File: config.mk
export PLATFORM = sky130hd
export DESIGN_NAME = stage_mem
export DESIGN_NICKNAME = d
export VERILOG_FILES = /design/src/rtl/stage_mem.sv
export SDC_FILE = /design/constraint.sdc
export NUM_CORES = 1
export LEC_CHECK = 0
export BUFFER_PORTS_ARGS = -buffer_cell sky130_fd_sc_hd__buf_4
export CORE_MARGIN = 2
export CORE_UTILIZATION = 30
export CTS_CLUSTER_SIZE = 24
export DETAILED_ROUTE_END_ITERATION = 16
export PLACE_DENSITY = 0.53
export SETUP_SLACK_MARGIN = 0.3
export SYNTH_ARGS = -nofsm -noshare
export SYNTH_HDL_FRONTEND = slang
export SYNTH_SLANG_ARGS = --single-unit
export TNS_END_PERCENT = 10
File: constraint.sdc
create_clock -name clk -period 5.7 [get_ports clk]
set_input_delay 0.57 -clock clk [delete_from_list [all_inputs] [get_ports clk]]
set_output_delay 0.57 -clock clk [all_outputs]
set_load 0.02 [all_outputs]
File: src/rtl/stage_mem.sv
// Pipeline MEM stage: byte-serial load/store engine over an 8-bit RAM port.
// Optional misalignment trap is enabled by defining MEM_ALIGN_CHECK_EN.
module stage_mem #(
    parameter logic [6:0] LOAD_OP  = 7'b0000011,
    parameter logic [6:0] STORE_OP = 7'b0100011
) (
    input  logic        clk,
    input  logic        rst,
    input  logic        rdy,
    input  logic [6:0]  opcode_i,
    input  logic [2:0]  funct3_i,
    input  logic [31:0] mem_addr_i,
    input  logic [4:0]  wd_i,
    input  logic        wreg_i,
    input  logic [31:0] wdata_i,
    input  logic [7:0]  ram_din_i,
    output logic [31:0] ram_a_o,
    output logic [7:0]  ram_dout_o,
    output logic        ram_wr_o,
    output logic [4:0]  wd_o,
    output logic        wreg_o,
    output logic [31:0] wdata_o,
    output logic        stall_o
`ifdef MEM_ALIGN_CHECK_EN
    ,
    output logic        misalign_o
`endif
);

    typedef enum logic [1:0] {S_IDLE, S_BUSY, S_WAIT, S_DONE} state_e;

    state_e      state_q, state_d;
    logic [2:0]  cnt_q, cnt_d;
    logic [31:0] base_q, base_d;
    logic [31:0] sdata_q, sdata_d;
    logic [31:0] ldata_q, ldata_d;
    logic [2:0]  f3_q, f3_d;
    logic [4:0]  wd_q, wd_d;
    logic        wreg_q, wreg_d;
    logic        load_q, load_d;
    logic        refetch_q, refetch_d;
    logic        mis_q, mis_d;

    logic        is_mem;
    logic        req;
    logic        mis;
    logic [2:0]  last_idx;
    logic [2:0]  cap_idx;
    logic [2:0]  a_idx;
    logic [31:0] ld_ext;

    assign is_mem = ((opcode_i == LOAD_OP) || (opcode_i == STORE_OP)) && (funct3_i[1:0] != 2'b11);
    assign req    = (state_q == S_IDLE) && is_mem;

`ifdef MEM_ALIGN_CHECK_EN
    assign mis = ((funct3_i[1:0] == 2'b01) && mem_addr_i[0]) ||
                 ((funct3_i[1:0] == 2'b10) && (mem_addr_i[1:0] != 2'b00));
`else
    assign mis = 1'b0;
`endif

    always_comb begin
        case (f3_q[1:0])
            2'b00:   last_idx = 3'd0;
            2'b01:   last_idx = 3'd1;
            default: last_idx = 3'd3;
        endcase
    end

    assign cap_idx = cnt_q - 3'd1;

    always_ff @(posedge clk) begin
        if (rst) begin
            state_q   <= S_IDLE;
            cnt_q     <= '0;
            base_q    <= '0;
            sdata_q   <= '0;
            ldata_q   <= '0;
            f3_q      <= '0;
            wd_q      <= '0;
            wreg_q    <= 1'b0;
            load_q    <= 1'b0;
            refetch_q <= 1'b0;
            mis_q     <= 1'b0;
        end else begin
            state_q   <= state_d;
            cnt_q     <= cnt_d;
            base_q    <= base_d;
            sdata_q   <= sdata_d;
            ldata_q   <= ldata_d;
            f3_q      <= f3_d;
            wd_q      <= wd_d;
            wreg_q    <= wreg_d;
            load_q    <= load_d;
            refetch_q <= refetch_d;
            mis_q     <= mis_d;
        end
    end

    always_comb begin
        state_d   = state_q;
        cnt_d     = cnt_q;
        base_d    = base_q;
        sdata_d   = sdata_q;
        ldata_d   = ldata_q;
        f3_d      = f3_q;
        wd_d      = wd_q;
        wreg_d    = wreg_q;
        load_d    = load_q;
        refetch_d = refetch_q;
        mis_d     = mis_q;
        if (rdy) begin
            case (state_q)
                S_IDLE: begin
                    if (req) begin
                        state_d   = mis ? S_DONE : S_BUSY;
                        cnt_d     = '0;
                        base_d    = mem_addr_i;
                        sdata_d   = wdata_i;
                        ldata_d   = '0;
                        f3_d      = funct3_i;
                        wd_d      = wd_i;
                        wreg_d    = wreg_i;
                        load_d    = (opcode_i == LOAD_OP);
                        refetch_d = 1'b0;
                        mis_d     = mis;
                    end
                end
                S_BUSY: begin
                    // A refetch cycle only re-issues the lost address; capture resumes next cycle.
                    if (refetch_q) begin
                        refetch_d = 1'b0;
                    end else begin
                        if (load_q && (cnt_q != 3'd0)) begin
                            for (int unsigned i = 0; i < 4; i++)
                                if (cap_idx == 3'(i)) ldata_d[8*i +: 8] = ram_din_i;
                        end
                        cnt_d = cnt_q + 3'd1;
                        if (cnt_q == last_idx) state_d = load_q ? S_WAIT : S_DONE;
                    end
                end
                S_WAIT: begin
                    if (refetch_q) begin
                        refetch_d = 1'b0;
                    end else begin
                        for (int unsigned i = 0; i < 4; i++)
                            if (cap_idx == 3'(i)) ldata_d[8*i +: 8] = ram_din_i;
                        state_d = S_DONE;
                    end
                end
                default: state_d = S_IDLE;
            endcase
        end else if (load_q && (((state_q == S_BUSY) && (cnt_q != 3'd0)) || (state_q == S_WAIT))) begin
            // The byte arriving during a pause is dropped; remember to re-read it on resume.
            refetch_d = 1'b1;
        end
    end

    always_comb begin
        case (f3_q)
            3'b000:  ld_ext = {{24{ldata_q[7]}}, ldata_q[7:0]};
            3'b001:  ld_ext = {{16{ldata_q[15]}}, ldata_q[15:0]};
            3'b100:  ld_ext = {24'd0, ldata_q[7:0]};
            3'b101:  ld_ext = {16'd0, ldata_q[15:0]};
            default: ld_ext = ldata_q;
        endcase
    end

    always_comb begin
        ram_a_o    = '0;
        ram_dout_o = '0;
        ram_wr_o   = 1'b0;
        wd_o       = '0;
        wreg_o     = 1'b0;
        wdata_o    = '0;
        stall_o    = 1'b0;
        a_idx      = cnt_q;
`ifdef MEM_ALIGN_CHECK_EN
        misalign_o = 1'b0;
`endif
        case (state_q)
            S_IDLE: begin
                stall_o = req;
                if (!is_mem) begin
                    wd_o    = wd_i;
                    wreg_o  = wreg_i;
                    wdata_o = wdata_i;
                end
            end
            S_BUSY: begin
                stall_o  = 1'b1;
                a_idx    = (refetch_q && rdy) ? cap_idx : cnt_q;
                ram_a_o  = base_q + {29'd0, a_idx};
                ram_wr_o = !load_q && rdy;
                for (int unsigned i = 0; i < 4; i++)
                    if (cnt_q == 3'(i)) ram_dout_o = sdata_q[8*i +: 8];
            end
            S_WAIT: begin
                stall_o = 1'b1;
                ram_a_o = base_q + {29'd0, cap_idx};
            end
            default: begin
                wd_o    = wd_q;
                wreg_o  = load_q && wreg_q;
                wdata_o = (load_q && !mis_q) ? ld_ext : '0;
`ifdef MEM_ALIGN_CHECK_EN
                misalign_o = mis_q;
`endif
            end
        endcase
        if (rst) begin
            ram_a_o    = '0;
            ram_dout_o = '0;
            ram_wr_o   = 1'b0;
            wd_o       = '0;
            wreg_o     = 1'b0;
            wdata_o    = '0;
            stall_o    = 1'b0;
`ifdef MEM_ALIGN_CHECK_EN
            misalign_o = 1'b0;
`endif
        end
    end

endmodule
# After elaboration in Yosys (flattened, before gate mapping)

Cells that the tools add are included.

Register bits: 112
Input bits: 91
Output and inout port bits: 80
Logic and storage cells: 110

Add/subtract/negate cells: 4
Eq/ne operators: 23
Muxes and demuxes: 47
Reduce and logical (&&, ||, !) cells: 26

Operators with widths:

| cell                                                 | count |
|---|---|
| two-way mux 32 bit                                   | 8 |
| one-hot mux 32 bit (2 select lines)                  | 2 |
| one-hot mux 32 bit (4 select lines)                  | 1 |
| one-hot mux 32 bit (3 select lines)                  | 1 |
| two-way mux 8 bit                                    | 10 |
| adder 32 x 3 -> 32 bit                               | 2 |
| equality test 3 x 2 -> 1 bit (second input constant) | 4 |
| != test 2 bit (second input constant)                | 6 |
| two-way mux 5 bit                                    | 2 |
| one-hot mux 5 bit (2 select lines)                   | 1 |
| equality test 3 x 1 -> 1 bit (second input constant) | 3 |
| logical NOT 3 bit                                    | 3 |
| two-way mux 1 bit                                    | 9 |
| two-way mux 3 bit                                    | 3 |
| logical AND 1 bit                                    | 8 |
| two-way mux 2 bit                                    | 4 |
| equality test 7 x 2 -> 1 bit (second input constant) | 1 |
| equality test 7 x 6 -> 1 bit (second input constant) | 1 |
| equality test 3 bit (second input constant)          | 2 |
| one-hot mux 1 bit (2 select lines)                   | 3 |
| one-hot mux 2 bit (3 select lines)                   | 1 |
| one-hot mux 3 bit (2 select lines)                   | 1 |
| AND reduction 3 bit                                  | 2 |
| AND reduction 6 bit                                  | 1 |
| other kinds (16)                                     | 21 |

# Depth between registers and ports, before layout

Depth in word-level cells: 7
Mapped depth: 11
Mapped depth without buffers: 10

# Worst setup path after synthesis

OpenSTA, ideal clock, no wires.

Path kind: register to output
Start: register state_q[0]
End: output port ram_a_o[24]
Data arrival time: 2.764 ns
Required time: 5.130 ns
Setup slack: 2.366 ns
Stages on the path, launching flop included: 12
Path buffers: 1
Cells stage by stage: dfxtp_1 > inv_1 > ha_1 > a21o_1 > xnor2_1 > ha_1 > fa_1 > a21oi_1 > or2_2 > clkbuf_1 > nor4_1 > mux2i_1

Word-level cells in the longest chain between the ends: 3
Elaborated cells on any way between the ends: 4
Classes of those cells: eq/ne (2); mux (2)

Ends and longest elaborated chain:

| element                                                                    | RTL line | text |
|---|---|---|
| from (decl)                                                                | 32       | `state_e state_q, state_d;` |
| from (signal assigned)                                                     | 86       | `state_q <= state_d;` |
| equality test 2 bit / equality test 2 x 1 -> 1 bit (equally long branches) | 181      | `case (state_q)` |
| one-hot mux 32 bit (2 select lines) *                                      | 181      |  |
| two-way mux 32 bit *                                                       | 211      | `if (rst) begin` |
| to (decl)                                                                  | 17       | `output logic [31:0] ram_a_o,` |

Mark *: on every way between the ends. The rest lies on a longest branch, timed or not.

# Worst setup path after layout

Same ends and word-level chain as after synthesis.

==> flow_summary.json <==
{
  "cts_tree": "yes",
  "max_freq_ghz": 0.263,
  "worstMarginPinSlew_ns": 1.20,
  "synth_ff_type": "dfxtp_1",
  "hold_viol": 0,
  "maxCapViolations": 0,
  "fin_cells": 1273,
  "mappedNetlistArea_sq_mm": 0.00653,
  "vdd_ir_drop_max_uv": 130,
  "rsz0062_at_grt": "false",
  "skew_ns": 0.0105,
  "comb_power_share": 0.108,
  "area_growth_pct": 26.6,
  "r2r_end": "ldata_q[30]$_SDFFE_PP0P_",
  "relSlewSlack": 0.195,
  "final_nets": 1098,
  "grt_max_degree": 79,
  "cts_setup_buffers": 0,
  "cts_max_path_buffers": 2,
  "place_inst": 1256,
  "hold_end": "refetch_q$_SDFFE_PP0P_",
  "start_util": 0.308,
  "antenna_found_initial": 1,
  "hp-start": "rdy",
  "die_w_um": 152,
  "period_share": 0.668,
  "p_int_uw": 1180,
  "crit_arrival_ns": 3.24,
  "final_area_sq_mm": 0.00827,
  "hold_class": "input port to flop",
  "syn_inst": 863,
  "synth_cell_types": 55,
  "maxSlewViolCount": 0,
  "holdPathStages": 2,
  "clk_pin_slew_ns": 0.07,
  "die-area_sq_mm": 0.0230,
  "viasPerCell": 5.07,
  "rr_worst_depth": 6,
  "ys_warn_count": 0,
  "wirelength_um": 22900,
  "vias": 6457,
  "syn-num-nets": 969,
  "synth_enable_flop_cells": 0,
  "wl_per_cell_um": 18.0,
  "dpl_worst_slack_ns": 2.26,
  "netSwitchingPower_uw": 416,
  "grt_pass1_vias": 6082,
  "endpoint_kind": "primary output",
  "grt_overflow": 0,
  "p_leak_uw": 0.00283,
  "power_uw": 1600,
  "gp_congestion": 0.888,
  "io_buffers": 170,
  "swShare": 0.261,
  "drt_iter0_markers": 516,
  "firstDrtPassIters": 5,
  "insertion_delay_ns": 0.37,
  "root_buffer": "clkbuf_16",
  "fill_cells": 2304,
  "synth-seq-area-share": 0.343,
  "place_hpwl_um": 16700,
  "io_pins": 171,
  "grt_pass1_wl_um": 35300,
  "worst_slack_ns": 1.89,
  "setup-violations-final": 0,
  "grtUsageTotal": 0.201,
  "powerDensity_mw_per_mm2": 193,
  "p_clk_frac": 0.400,
  "ys_seq_elements": 112,
  "ff2ff_setup_slack_ns": 3.00,
  "cts_hold_buf": 0,
  "crit_type": "flop to primary output",
  "tns_ns": 0,
  "crit_required_ns": 5.13,
  "cp_max_fo": 11,
  "synth.avg_cell_area_sq_um": 7.57,
  "cts_buffers": 9,
  "fin_crit_ns": 3.81,
  "post_cts_resized": 0,
  "htree_levels": 3,
  "async_flop_share": 0,
  "start_kind": "flop",
  "cts_sinks": 112,
  "seqPwrFrac": 0.492,
  "num_rows": 53,
  "postPlaceCellArea_sq_mm": 0.00797,
  "drc_errors": 0,
  "status": "completed",
  "die_y_um": 152,
  "final_antenna_net_count": 0,
  "rr_startpoint": "cnt_q[0]$_SDFFE_PP0P_",
  "layout-drive-gt1-share": 0.228,
  "fp.coreArea_sq_mm": 0.0212
}
==> Yosys cell counts (all sizes together), types with 8 or more instances <==
library cell / n / area share
nand3: 24 / 0.018
a21oi: 120 / 0.092
or4: 8 / 0.0092
inv: 11 / 0.0063
a32oi: 16 / 0.021
mux2i: 48 / 0.074
o21ai: 15 / 0.011
ha: 14 / 0.027
o31ai: 10 / 0.011
o211ai: 8 / 0.0092
nor4: 14 / 0.025
or2: 12 / 0.011
nand2b: 60 / 0.057
nor2: 38 / 0.022
clkbuf: 49 / 0.029
nand2: 212 / 0.12
nor2b: 10 / 0.0096
xnor2: 13 / 0.017
dfxtp: 112 / 0.34
buf: 13 / 0.011
==> power groups by stage <==
stage / Clock (uW) / Combinational [uW] / Sequential [uW]
final: 638 / 173 / 785
after global routing: 689 / 182 / 786
after CTS: 656 / 173 / 785
after detailed placement: 0 / 173 / 804
after global placement: 0 / 174 / 804
after floorplan: 0 / 72.2 / 803
==> cells by family (layout without fill, tap and decap cells) <==
logic type	after synthesis	in the layout	synth area share
flip-flops	112	112	0.343
other	0	1	0
multiplexers	49	49	0.0753
buffers and inverters	74	208	0.0462
adder cells (fa/ha/maj)	15	15	0.0299
AND/OR/NAND/NOR	405	405	0.308
AO/OA/AOI/OAI	195	195	0.180
XOR/XNOR	13	13	0.0174
==> layer usage <==
layer	up-vias	part of all wire	track usage
met3	22	0.044	0.0243
met2	166	0.46	0.310
met5	-	0	0
met4	0	0.018	0.0648
met1	3041	0.47	0.292
li1	3228	-	-
==> worst max-delay path by stage <==
stage,from,end,slack (ns),depth (start not counted)
6_report,state_q[0]$_SDFFE_PP0P_,ram_a_o[24],1.89,11
5_1_grt,state_q[0]$_SDFFE_PP0P_,ram_a_o[24],1.60,11
4_1_cts,state_q[0]$_SDFFE_PP0P_,ram_a_o[24],1.90,11
3_5_place_dp,rdy,ram_a_o[24],2.26,10
3_3_place_gp,rdy,ram_a_o[28],2.29,10
2_1_floorplan,state_q[0]$_SDFFE_PP0P_,ram_a_o[24],2.37,11
==> per-stage QoR <==
| step | utilization | hold slack [ns] |
|---|---|---|
| 6_report | 0.390 | 0.444 |
| 5_1_grt | 0.390 | 0.440 |
| 4_1_cts | 0.390 | 0.432 |
| 3_5_place_dp | 0.376 | 0.446 |
| 3_3_place_gp | 0.376 | 0.440 |
| 2_1_floorplan | - | 0.431 |
==> worst max-delay path, cell delays in order, from the launching register on <==
cell and delay, ns:
dfxtp_1 0.36, inv_1 0.09, ha_1 0.25, a21o_1 0.22
xnor2_1 0.14, ha_1 0.21, fa_1 0.41, a21oi_1 0.41
or2_2 0.34, nor4_1 0.10, mux2i_1 0.18, buf_4 0.16
==> cell usage in the layout (no fill, tap or decap), types with 3 or more instances in the layout <==
cell type  instances
dfxtp_1          112
o211ai_1           8
nor2_1            37
nor4_4             4
o31ai_1           10
nand2b_1          60
and4_1             3
or4_1              8
nor4_1             8
inv_1             11
nand3_1           24
nand2_1          212
nor3_1             5
nor2b_1           10
o21ai_0           15
a211oi_1           6
or2_2             12
buf_4            180
o2bb2ai_1          7
xnor2_1           13
ha_1              14
nand4_1            3
mux2i_1           48
a21o_1             3
a21oi_1          120
clkbuf_16          9
a32oi_1           16
==> registers in the layout, indices dropped and copies added, names as in the netlist <==
signal     cells
load_q         1
base_q        32
wreg_q         1
state_q        2
sdata_q       32
wd_q           5
ldata_q       32
f3_q           3
cnt_q          3
refetch_q      1
==> area by class of cell <==
| type | count | area, sq um | area share |
|---|---|---|---|
| diodes | 1 | 2.50 | 0.000303 |
| clock buffers | 10 | 239 | 0.0289 |
| clock inverters | 6 | 52.6 | 0.00636 |
| inverters | 12 | 45.0 | 0.00545 |
| multi-input cells | 677 | 3990 | 0.483 |
| flip-flops and latches | 112 | 2240 | 0.271 |
| well taps | 275 | 344 | 0.0416 |
| repair buffers | 180 | 1350 | 0.163 |
(Power assumes the default switching activity.)
